[config.mk]
export PLATFORM = sky130hd
export DESIGN_NAME = cache_mem_ctrl
export DESIGN_NICKNAME = d
export VERILOG_FILES = /design/src/rtl/cache_mem_ctrl.sv
export SDC_FILE = /design/constraint.sdc
export NUM_CORES = 1
export LEC_CHECK = 0
export BUFFER_PORTS_ARGS = -buffer_cell sky130_fd_sc_hd__buf_2
export CELL_PAD_IN_SITES_DETAIL_PLACEMENT = 0
export CELL_PAD_IN_SITES_GLOBAL_PLACEMENT = 1
export CORE_MARGIN = 5
export CORE_UTILIZATION = 46
export CTS_BUF_LIST = sky130_fd_sc_hd__clkbuf_2 sky130_fd_sc_hd__clkbuf_4 sky130_fd_sc_hd__clkbuf_8
export DETAILED_ROUTE_END_ITERATION = 7
export PLACE_DENSITY = 0.88
export SLEW_MARGIN = 20
export SYNTH_ARGS = -nofsm -noshare
export SYNTH_HDL_FRONTEND = slang
export SYNTH_SLANG_ARGS = --single-unit
[constraint.sdc]
create_clock -name clk -period 8.4 [get_ports clk]
set_input_delay 0.42 -clock clk [delete_from_list [all_inputs] [get_ports clk]]
set_output_delay 0.42 -clock clk [all_outputs]
set_load 0.01 [all_outputs]
[src/rtl/cache_mem_ctrl.sv]
// Memory-side stage behind sa_cache: buffers eviction writebacks in a small FIFO and
// serialises writebacks and line fills onto one req/ack memory port, writebacks first.
module cache_mem_ctrl #(
  parameter int WB_DEPTH = 2,
  parameter int TIMEOUT  = 64
) (
  input  logic        clk,
  input  logic        rst,
  input  logic        i_miss,
  input  logic [31:0] i_miss_addr,
  input  logic        i_evict,
  input  logic [31:0] i_evict_addr,
  input  logic [31:0] i_evict_data,
  output logic [31:0] o_memory_line,
  output logic        o_memory_response,
  output logic        o_mem_req,
  output logic        o_mem_we,
  output logic [31:0] o_mem_addr,
  output logic [31:0] o_mem_wdata,
  input  logic        i_mem_ack,
  input  logic [31:0] i_mem_rdata,
  output logic        o_wb_full,
  output logic        o_err
);

  localparam int PW = (WB_DEPTH > 1) ? $clog2(WB_DEPTH) : 1;
  localparam int CW = PW + 1;
  localparam int TW = $clog2(TIMEOUT + 1);
  localparam logic [CW-1:0] FULL_CNT = CW'(WB_DEPTH);
  localparam logic [TW-1:0] TO_LAST  = TW'(TIMEOUT - 1);

  typedef enum logic [2:0] {IDLE, WB_REQ, RD_REQ, RESP, GAP} state_e;

  // Memory handshake: o_mem_req/o_mem_we/o_mem_addr/o_mem_wdata are valid while o_mem_req
  // is high and stay stable until i_mem_ack is sampled high; acks while o_mem_req is low are ignored.
  logic [25:0]   fifo_line [WB_DEPTH];
  logic [31:0]   fifo_data [WB_DEPTH];

  state_e        state_q, state_d;
  logic [PW-1:0] wr_ptr_q, wr_ptr_d, rd_ptr_q, rd_ptr_d;
  logic [CW-1:0] count_q, count_d;
  logic          pending_q, pending_d;
  logic [25:0]   miss_line_q, miss_line_d;
  logic [TW-1:0] tmo_q, tmo_d;
  logic          req_q, req_d;
  logic          we_q, we_d;
  logic [31:0]   addr_q, addr_d;
  logic [31:0]   wdata_q, wdata_d;
  logic [31:0]   line_q, line_d;
  logic          resp_q, resp_d;
  logic          err_q, err_d;
  logic          push, pop;
  logic          unused_addr_bits;

  assign unused_addr_bits = ^{i_miss_addr[5:0], i_evict_addr[5:0]};

  always_comb begin
    state_d     = state_q;
    wr_ptr_d    = wr_ptr_q;
    rd_ptr_d    = rd_ptr_q;
    count_d     = count_q;
    pending_d   = pending_q;
    miss_line_d = miss_line_q;
    tmo_d       = tmo_q;
    req_d       = req_q;
    we_d        = we_q;
    addr_d      = addr_q;
    wdata_d     = wdata_q;
    line_d      = line_q;
    resp_d      = 1'b0;
    err_d       = err_q;
    pop         = 1'b0;
    push        = i_evict && (count_q != FULL_CNT);

    if (i_evict && !push) err_d = 1'b1;

    // The cache holds i_miss until it has seen the response, so the clear wins over a recapture.
    if (resp_q) begin
      pending_d = 1'b0;
    end else if (i_miss && !pending_q) begin
      pending_d   = 1'b1;
      miss_line_d = i_miss_addr[31:6];
    end

    case (state_q)
      IDLE: begin
        if (count_q != '0)  state_d = WB_REQ;
        else if (pending_q) state_d = RD_REQ;
      end
      WB_REQ, RD_REQ: begin
        if (!req_q) begin
          req_d = 1'b1;
          if (state_q == WB_REQ) begin
            we_d    = 1'b1;
            addr_d  = {fifo_line[rd_ptr_q], 6'd0};
            wdata_d = fifo_data[rd_ptr_q];
          end else begin
            we_d    = 1'b0;
            addr_d  = {miss_line_q, 6'd0};
            wdata_d = '0;
          end
        end else if (i_mem_ack) begin
          req_d   = 1'b0;
          we_d    = 1'b0;
          addr_d  = '0;
          wdata_d = '0;
          tmo_d   = '0;
          if (state_q == WB_REQ) begin
            pop     = 1'b1;
            state_d = GAP;
          end else begin
            line_d  = i_mem_rdata;
            state_d = RESP;
          end
        end else if (tmo_q == TO_LAST) begin
          // Give up on this attempt; IDLE reissues from the unchanged FIFO/pending state.
          err_d   = 1'b1;
          req_d   = 1'b0;
          we_d    = 1'b0;
          addr_d  = '0;
          wdata_d = '0;
          tmo_d   = '0;
          state_d = GAP;
        end else begin
          tmo_d = tmo_q + TW'(1);
        end
      end
      RESP: begin
        resp_d  = 1'b1;
        state_d = GAP;
      end
      GAP:     state_d = IDLE;
      default: state_d = IDLE;
    endcase

    if (push) wr_ptr_d = wr_ptr_q + PW'(1);
    if (pop)  rd_ptr_d = rd_ptr_q + PW'(1);
    case ({push, pop})
      2'b10:   count_d = count_q + CW'(1);
      2'b01:   count_d = count_q - CW'(1);
      default: count_d = count_q;
    endcase
  end

  always_ff @(posedge clk) begin
    if (!rst) begin
      state_q     <= IDLE;
      wr_ptr_q    <= '0;
      rd_ptr_q    <= '0;
      count_q     <= '0;
      pending_q   <= 1'b0;
      miss_line_q <= '0;
      tmo_q       <= '0;
      req_q       <= 1'b0;
      we_q        <= 1'b0;
      addr_q      <= '0;
      wdata_q     <= '0;
      line_q      <= '0;
      resp_q      <= 1'b0;
      err_q       <= 1'b0;
    end else begin
      state_q     <= state_d;
      wr_ptr_q    <= wr_ptr_d;
      rd_ptr_q    <= rd_ptr_d;
      count_q     <= count_d;
      pending_q   <= pending_d;
      miss_line_q <= miss_line_d;
      tmo_q       <= tmo_d;
      req_q       <= req_d;
      we_q        <= we_d;
      addr_q      <= addr_d;
      wdata_q     <= wdata_d;
      line_q      <= line_d;
      resp_q      <= resp_d;
      err_q       <= err_d;
    end
  end

  always_ff @(posedge clk) begin
    if (rst && push) begin
      fifo_line[wr_ptr_q] <= i_evict_addr[31:6];
      fifo_data[wr_ptr_q] <= i_evict_data;
    end
  end

  assign o_memory_line     = line_q;
  assign o_memory_response = resp_q;
  assign o_mem_req         = req_q;
  assign o_mem_we          = we_q;
  assign o_mem_addr        = addr_q;
  assign o_mem_wdata       = wdata_q;
  assign o_wb_full         = (count_q == FULL_CNT);
  assign o_err             = err_q;

endmodule

# --- Word level (Yosys, flattened, before mapping) ---
# Memories as Yosys holds them, arrays and structs flattened. A register that Yosys moved wholly into a read port is not among the register bits.
# Index checks and enable logic that the tools add are counted.
totals:
  elab_cells: 90
  mem_count: 2
  out_inout_bits: 101
  ramBits: 116
  in_bits: 133
  ff_bits: 141
mem_list:
  columns: ["memory", "depth", "width", "rd", "rd_clocked_by_memory_dff", "wr", "line_no", "source"]
  rows:
  - ["fifo_data", 2, 32, 1, 1, 1, "37", "logic [31:0] fifo_data [WB_DEPTH];"]
  - ["fifo_line", 2, 26, 1, 1, 1, "36", "logic [25:0] fifo_line [WB_DEPTH];"]
classes:
  bitwise_logic: 3
  eq_ne: 12
  muxes: 38
  addsub: 5
  n_reduce_logical: 16
ops:
  columns: ["operator", "count"]
  rows:
  - ["$mux W32", 6]
  - ["$mux W1", 22]
  - ["$mux W3", 6]
  - ["$mux W7", 2]
  - ["$pmux W3 S3", 1]
  - ["$add A7 B1 Y7 const B", 1]
  - ["$eq A7 B6 Y1 const B", 1]
  - ["$eq A3 B2 Y1 const B", 2]
  - ["$ne A3 B3 Y1 const B", 2]
  - ["$reduce_and A2 Y1", 3]
  - ["$eq A2 B2 Y1 const B", 2]
  - ["$logic_and A1 B1 Y1", 4]
  - ["$ne A2 B2 Y1 const B", 2]
  - ["$pmux W2 S2", 1]
  - ["$reduce_and A4 Y1", 1]
  - ["$reduce_bool A2 Y1", 2]
  - ["$reduce_or A2 Y1", 2]
  - ["$eq A3 B1 Y1 const B", 1]
  - ["$logic_not A3 Y1", 1]
  - ["$ne A3 B2 Y1 const B", 1]
  - ["$not A1 Y1", 3]
  - ["$reduce_and A3 Y1", 1]
  - ["$add A1 B1 Y1 const B", 2]
  - ["$add A2 B1 Y2 const B", 1]
  - ["3 further kinds", 4]

# --- Longest topological paths before layout ---
# Gate-level depths: netlist of the first run.
depth:
  depth_word: 9
  mapped_depth: 8
  ltp_nobuf: 7

# --- Least setup slack after synthesis of the first run ---
# Ideal clock, no wire load.
synth_timing:
  path_type: "input-to-reg"
  start: "input rst"
  end: "memory fifo_data[0][0] (enable)"
  arrival_ns: 5.232
  path_buffers: 2
  setup_ns: 0.557
  required_time_ns: 7.843
  path_stages: 3
  slack_ns: 2.611
  cell_sequence: "clkbuf_1 clkbuf_1 nor3b_1"
synth_between:
  elab_chain_len: 3
synth_lines:
  columns: ["element", "line_no", "source"]
  rows:
  - ["from (decl)", "8", "input logic rst,"]
  - ["$logic_and A1 B1 Y1", "180", "if (rst && push) begin"]
  - ["$mux W1", "180", null]
  - ["$mux W1 (not written as such)", "182", "fifo_data[wr_ptr_q] <= i_evict_data;"]
  - ["to (decl)", "37", null]
# No other way between the ends.

# --- Worst setup path in the final report of the first run ---
layout_timing:
  start: "register tmo_q[0]"
  end: "register addr_q[31] (netlist: o_mem_addr[31])"
layout_between:
  elab_chain_len: 3
layout_lines:
  columns: ["element", "line_no", "source"]
  rows:
  - ["from (decl)", "44", "logic [TW-1:0] tmo_q, tmo_d;"]
  - ["from (signal assigned)", "168", "tmo_q <= tmo_d;"]
  - ["$eq A7 B6 Y1", "115", "end else if (tmo_q == TO_LAST) begin"]
  - ["$ne A3 B2 Y1 (no line)", null, null]
  - ["$reduce_and A2 Y1 (no line)", null, null]
  - ["to (signal assigned)", "171", "addr_q <= addr_d;"]
  - ["to (decl)", "47", "logic [31:0] addr_q, addr_d;"]
# No other way between the ends.
# A chain may end at the register's enable or synchronous reset.

==> flow_summary_export.csv, run 1 <==
group,metric,value,unit
outcome,status,"finished clean",
clocking,cts_tree,"yes",
clocking,cts_buffer_depth,3,
worst_setup_path,cpLargestDelayFamily,"simple AND/OR/NAND/NOR gates",
grt,grt_first_pass_wirelength,33400,µm
layout,utilization,0.576,
worst_setup_path,critPathMaxStageDelay,0.68,ns
floorplanning,core,19600,µm²
pwr,powerDensity,263,nW/µm²
placement,dpl.hpwl,13200,µm
synthesis,synthesis.area,9210,µm²
clocking,post_cts_buffers,0,
min_path,hold_start,"i_evict_addr[10]",
worst_setup_path,r2r_slack,5.81,ns
timing,post-route-min-period,2.59,ns
layout,layout_common_cells,"buf_2, dfxtp_1, nand2_1, edfxtp_1, o21ai_0",
worst_setup_path,cp-end-kind,"register",
clocking,cts_resized,0,
worst_setup_path,crit_path_start_kind,"register",
worst_setup_path,r2r-start,"tmo_q[0]",
timing,worstMarginPinSlew,1.13,ns
timing,final.setup_skew,0.0194,ns
synthesis,yosys_warnings,0,
worst_setup_path,cp_slowest_cell,"nor2b_4",
min_path,worstHoldEndpoint,"fifo_line[1][4]",
grt,antenna_found_initial,0,
clocking,cts_buffers,40,
layout,areaGrowthSynthToFinish,22.5,%
clocking,cts.sinks,252,
worst_setup_path,critical_path_class,"reg -> reg",
worst_setup_path,r2r_cells,7,
clocking,htree_levels,2,
clocking,cts-root-buf,"clkbuf_8",
placement,dp_slack,5.78,ns
timing,maxSlewHeadroom,0.247,
synthesis,synth_top_flop_cell,"dfxtp_1",
pwr,pwr-share-seq,0.493,
routing,wirelength,21100,µm
routing,dr.first_iter.drc_count,293,
synthesis,synth_cell_type_count,41,
routing,dr.pass1.iters,4,
placement,port_buffers,215,
worst_setup_path,arrival,3.03,ns
synthesis,synth_cells,741,
worst_setup_path,cp_num_buf_inv,1,
worst_setup_path,crit_required,8.84,ns
pwr,p_leak,4.29,nW
floorplanning,initial_core_util,0.470,
layout,drive_above_1_share,0.306,
timing,finalHoldViolCount,0,
synthesis,yosysTopAreaCellShare,0.378,
timing,fmax,0.385,GHz
min_path,hold_path_class,"in -> reg",
grt,grt_start_max_net_pins,96,
pwr,internal_power,2.15,mW
pwr,pwr-share-comb,0.161,
placement,gp_congestion,0.750,
floorplanning,die_x,152,µm
grt,overflow,0,
clocking,clkTransAtPathRegs,0.06,ns
clocking,clock_latency,0.52,ns
floorplanning,ios,234,
grt,grt_pass1_vias,6434,
timing,finalSetupTns,0,ns
floorplanning,chipHeight,152,µm
min_path,hold_depth,1,
worst_setup_path,path_depth,7,
run,max_cap_violations,0,
worst_setup_path,critical_path.cell_chain,"ha_1 -> and4_1 -> a21oi_1 -> a21boi_1 -> nor2b_4 -> buf_4 -> o2bb2ai_1",
pwr,ir_drop,0.000151,V
clocking,ctsHoldBuffers,0,
worst_setup_path,r2r_end,"o_mem_addr[31]",
timing,slew_violations,0,
synthesis,synth_edf_count,116,
pwr,netSwitchingFraction,0.277,
layout,final_common_cell,"buf_2",
synthesis,syn_avg_cell_area,12.4,µm²
layout,nets,1090,
synthesis,ys_ff_latch,252,
synthesis,synth.area.top_cells,"edfxtp_1, dfxtp_1, mux2i_1, o2bb2ai_1, nand2_1",
worst_setup_path,path_max_fanout,30,
routing,wl_per_cell,16.8,µm
timing,layout_worst_path_cycle_share,0.309,
routing,via_per_inst,5.08,
floorplanning,dieArea,23000,µm²
grt,grtUsageTotal,0.183,
timing,setup_viol,0,
timing,fin_ws,5.81,ns
timing,grt_setup_unrepaired,"no",
routing,drc,0,
floorplanning,num_rows,51,
synthesis,ys_seq_area_frac,0.674,
routing,ant_nets,0,
synthesis,synthArstFlopShare,0,
synthesis,synth_top_cell_by_area,"edfxtp_1",
routing,vias,6365,
pwr,switching_power,0.823,mW
pwr,clockPowerShare,0.346,
==> sequential cells by signal (all words and copies together) (netlist names), 2 cells and up, named ones only <==
register	flops
fifo_data	64
fifo_line	52
o_mem_wdata	32
o_memory_line	32
miss_line_q	26
o_mem_addr	26
tmo_q	7
state_q	3
count_q	2
==> through the flow <==
stage	power (mW)	hold WS (ns)	cells	instance area (µm²)
after floorplan	1.78	0.440	746	9230
after global placement	1.96	0.432	1178	10500
after detailed placement	1.97	0.439	1178	10500
after CTS	3.01	0.0455	1250	11300
after global routing	3.14	0.0467	1250	11300
final	2.97	0.0844	1252	11300
==> metal layers <==
metal  share of wire  vias to the layer above  global-route usage
li1                -                     3112                   -
met1            0.42                     3000               0.234
met2            0.47                      222               0.300
met3           0.093                       31              0.0607
met4           0.016                        0              0.0508
met5               0                        -                   0
==> synth_stat cells, types with 4 or more instances <==
cell,n
a21boi_0,30
buf_4,10
nor2_1,11
edfxtp_1,116
xnor2_1,6
mux2i_1,58
nand2_1,116
o21ai_1,5
a21oi_1,7
dfxtp_1,136
o21ai_0,60
nor3_1,4
buf_2,10
nand3_1,36
o2bb2ai_1,58
clkbuf_1,34
nor2b_1,8
==> kinds of logic (layout without fill, tap and decap cells) <==
logic type,Yosys count,count (layout),share of synthesized area
buffers and inverters,58,297,0.0299
DFF,252,252,0.674
xor gates and xnor gates,7,7,0.00747
other,1,8,0.000407
AOI/OAI and AO/OA,167,167,0.125
and+or+nand+nor,196,196,0.0980
adders and majority gates,2,2,0.00272
muxes,58,58,0.0630
==> how the worst max path moves through the flow <==
stage / slack, ns / from / endpoint
final: 5.81 / tmo_q[0] / o_mem_addr[31]
after floorplan: 2.61 / rst / fifo_data[0][0]
after detailed placement: 5.78 / tmo_q[0] / o_mem_wdata[4]
after global placement: 5.77 / tmo_q[0] / o_mem_addr[31]
after CTS: 5.76 / tmo_q[0] / o_mem_addr[31]
after global routing: 5.57 / tmo_q[0] / o_mem_addr[15]
==> area by class of cell <==
type                       count  area [µm²]
tap                          265         332
timing repair buffer         224        1150
sequential                   252        6210
clock inverter                11        52.6
fill                        1678        8310
antenna                        2        5.00
inverter                       1        3.75
clock buffer                  61         758
multi-input combinational    436        2780
==> power by group through the flow <==
stage | Combinational [mW] | Sequential [mW] | Clock (mW)
floorplan | 0.280 | 1.50 | 0
global placement | 0.477 | 1.49 | 0
detailed placement | 0.484 | 1.49 | 0
CTS | 0.484 | 1.46 | 1.06
global route | 0.536 | 1.48 | 1.12
finish | 0.477 | 1.46 | 1.03
Note: power is estimated with default switching activity, not from simulation.
==> run 2: changes to the inputs <==
- ABC_AREA: unset -> 1
- CORE_UTILIZATION: 46 -> 38
- PLACE_DENSITY: 0.88 -> 0.8
- clock period: 8.4 -> 2.2 ns (I/O delays scaled with it)
==> flow_summary_export.csv, run 2 <==
group,metric,value,unit
clocking,cts_buffer_depth,3,
worst_setup_path,cp-end-kind,"register",
synthesis,synth_common_cells,"nand2_1, dfxtp_1, edfxtp_1",
placement,port_buffers,215,
routing,wl_per_cell,14.5,µm
synthesis,synth_top_family_by_area,"simple AND/OR/NAND/NOR gates",
run,max_cap_violations,0,
pwr,pwr-share-seq,0.451,
worst_setup_path,r2r-start,"count_q[0]",
clocking,clkTransAtPathRegs,0.06,ns
grt,antenna_found_initial,1,
timing,layout_worst_path_cycle_share,0.862,
worst_setup_path,crit_path_start_kind,"register",
worst_setup_path,r2r_cells,4,
synthesis,synth_edf_count,116,
timing,final.setup_skew,0.0194,ns
timing,slew_violations,0,
synthesis,yosysTopAreaCellShare,0.365,
synthesis,ys_ff_latch,252,
layout,seq_area,6210,µm²
worst_setup_path,arrival,2.08,ns
routing,vias,7590,
synthesis,synthMuxAreaShare,0.0378,
synthesis,yosysMostFrequentCell,"nand2_1",
floorplanning,die_x,168,µm
clocking,cts_buffers,42,
worst_setup_path,r2r_end,"fifo_line[0][19]",
synthesis,yosys_warnings,0,
timing,finalSetupTns,0,ns
routing,drc,0,
pwr,switching_power,3.70,mW
layout,multi_input_area,2800,µm²
timing,setup_viol,0,
clocking,clock_latency,0.53,ns
layout,drive_above_1_share,0.266,
synthesis,synth-adder-area-share,0.00262,
grt,grt_start_max_net_pins,71,
worst_setup_path,critical_path_class,"reg -> reg",
clocking,cts-root-buf,"clkbuf_8",
routing,ant_nets,0,
routing,dr.first_iter.drc_count,474,
synthesis,synthesis.area,9540,µm²
pwr,pwr-share-comb,0.213,
routing,dr.pass1.iters,5,
grt,grtUsageTotal,0.167,
synthesis,synth_cell_type_count,35,
placement,dp_slack,0.326,ns
synthesis,syn_avg_cell_area,10.1,µm²
clocking,cts_tree,"yes",
worst_setup_path,path_max_fanout,58,
routing,wirelength,24000,µm
placement,dpl.hpwl,14300,µm
layout,layout_common_cells,"buf_2, nand2_1, dfxtp_1",
timing,maxSlewHeadroom,0.418,
synthesis,synth_top_flop_cell,"dfxtp_1",
min_path,hold_path_class,"in -> reg",
grt,overflow,0,
worst_setup_path,cp_num_buf_inv,1,
layout,nets,1423,
synthesis,synth-compound-area-share,0.113,
timing,fmax,0.527,GHz
min_path,hold_depth,4,
synthesis,synth_cells,946,
timing,finalHoldViolCount,0,
pwr,p_leak,5.28,nW
clocking,post_cts_buffers,0,
layout,nFillCells,2270,
grt,grt_pass1_vias,7744,
synthesis,ys_seq_area_frac,0.650,
floorplanning,core,25000,µm²
synthesis,synth.area.top_cells,"edfxtp_1, dfxtp_1, nand2_1, a21oi_1, o21ai_0",
floorplanning,initial_core_util,0.382,
pwr,netSwitchingFraction,0.297,
synthesis,synthXorXnorAreaFrac,0.00184,
worst_setup_path,cp_slowest_cell,"dfxtp_1",
clocking,htree_levels,2,
placement,gp_congestion,0.762,
floorplanning,dieArea,28400,µm²
min_path,worstHoldEndpoint,"fifo_data[0][10]",
layout,largest_register_ffs,64,
pwr,powerDensity,957,nW/µm²
synthesis,synthArstFlopShare,0,
timing,whs,0.229,ns
timing,post-route-min-period,1.90,ns
worst_setup_path,critical_path.startpoint,"count_q[0]",
pwr,ir_drop,0.000587,V
routing,via_per_inst,4.59,
timing,grt_setup_unrepaired,"no",
worst_setup_path,critPathMaxStageDelay,0.41,ns
synthesis,synth_top_cell_by_area,"edfxtp_1",
timing,worstMarginPinSlew,0.873,ns
layout,areaGrowthSynthToFinish,36.4,%
timing,fin_ws,0.304,ns
pwr,internal_power,8.75,mW
floorplanning,chipHeight,168,µm
layout,regMostFlops,"fifo_data",
outcome,status,"finished clean",
worst_setup_path,r2r_slack,0.30,ns
min_path,hold_start,"rst",
layout,final_common_cell,"buf_2",
grt,grt_first_pass_wirelength,38700,µm
synthesis,yosys.area_share.simple,0.134,
worst_setup_path,crit_required,2.38,ns
floorplanning,num_rows,58,
worst_setup_path,cpLargestDelayFamily,"simple AND/OR/NAND/NOR gates",
pwr,clockPowerShare,0.336,
worst_setup_path,critical_path.cell_chain,"o21ai_0 -> or2_2 -> nor2_4 -> buf_12",
layout,reg_top3,"fifo_data x64, fifo_line x52",
clocking,cts.sinks,252,
floorplanning,ios,234,
==> run 2: cell types whose count changed in the layout (fill, tap and decap cells not counted), moves of 32 or more <==
cell | before | now
dlygate4sd3_1 | 0 | 119
a21oi_1 | 7 | 97
o2bb2ai_1 | 58 | 0
inv_1 | 1 | 67
mux2i_1 | 58 | 0
nand2_1 | 116 | 195
mux2_2 | 0 | 32
nor2_1 | 11 | 86
==> run 2: worst max-delay path by stage <==
stage	to	slack (ns)	cells after the start
global placement	fifo_line[0][20]	0.35	4
detailed placement	fifo_data[0][28]	0.33	4
finish	fifo_line[0][19]	0.30	4
global route	o_mem_addr[19]	0.11	9
floorplan	fifo_data[0][0]	-0.04	3
CTS	fifo_data[0][5]	0.32	4
==> run 2: cells by family (layout without fill, tap and decap cells) <==
| logic type | after synthesis | after routing |
|---|---|---|
| muxes | 32 | 32 |
| other | 1 | 7 |
| xor gates and xnor gates | 2 | 2 |
| and+or+nand+nor | 313 | 313 |
| adders and majority gates | 2 | 2 |
| DFF | 252 | 252 |
| buffers and inverters | 129 | 500 |
| AOI/OAI and AO/OA | 215 | 215 |
==> run 2: power by group through the flow <==
stage	clock (mW)	combinational, mW	sequential, mW
2_1_floorplan	0	1.54	5.79
3_3_place_gp	0	2.48	5.70
3_5_place_dp	0	2.51	5.71
4_1_cts	4.32	2.68	5.62
5_1_grt	4.56	2.95	5.67
6_report	4.18	2.65	5.62
==> run 2: cell type report <==
| type | count | share of cell area |
|---|---|---|
| Tap cell | 330 | 0.0317 |
| Clock inverter | 19 | 0.0112 |
| Antenna cell | 1 | 0.000192 |
| Inverter | 72 | 0.0208 |
| Sequential cell | 252 | 0.477 |
| Clock buffer | 59 | 0.0552 |
| Timing Repair Buffer | 350 | 0.188 |
| Multi-Input combinational cell | 570 | 0.215 |
==> run 2: what timing repair did <==
action / 4_1_cts / 5_1_grt
endpoints found under the hold margin: 177 / 0
hold buffers: 119 / 0
gates resized for setup: 0 / 0
==> run 2: worst min-delay path, cell delays in order <==
cell and delay [ns]:
buf_2 0.13, inv_2 0.07, nor2_4 0.04, buf_12 0.18
==> run 2: per-stage QoR <==
step                cells  utilization  power [mW]  area (µm²)
floorplan             951            -        7.32        9570
global placement     1455        0.439        8.18       11000
detailed placement   1455        0.439        8.22       11000
CTS                  1652        0.521        12.6       13000
global route         1653        0.521        13.2       13000
finish               1653        0.521        12.5       13000
==> run 2: routing by layer <==
layer / vias to the layer above / share of wire / GRT usage
met5: - / 0 / 0
met4: 0 / 0.026 / 0.0589
met3: 60 / 0.067 / 0.0430
met2: 213 / 0.48 / 0.291
met1: 3474 / 0.42 / 0.200
li1: 3843 / - / -
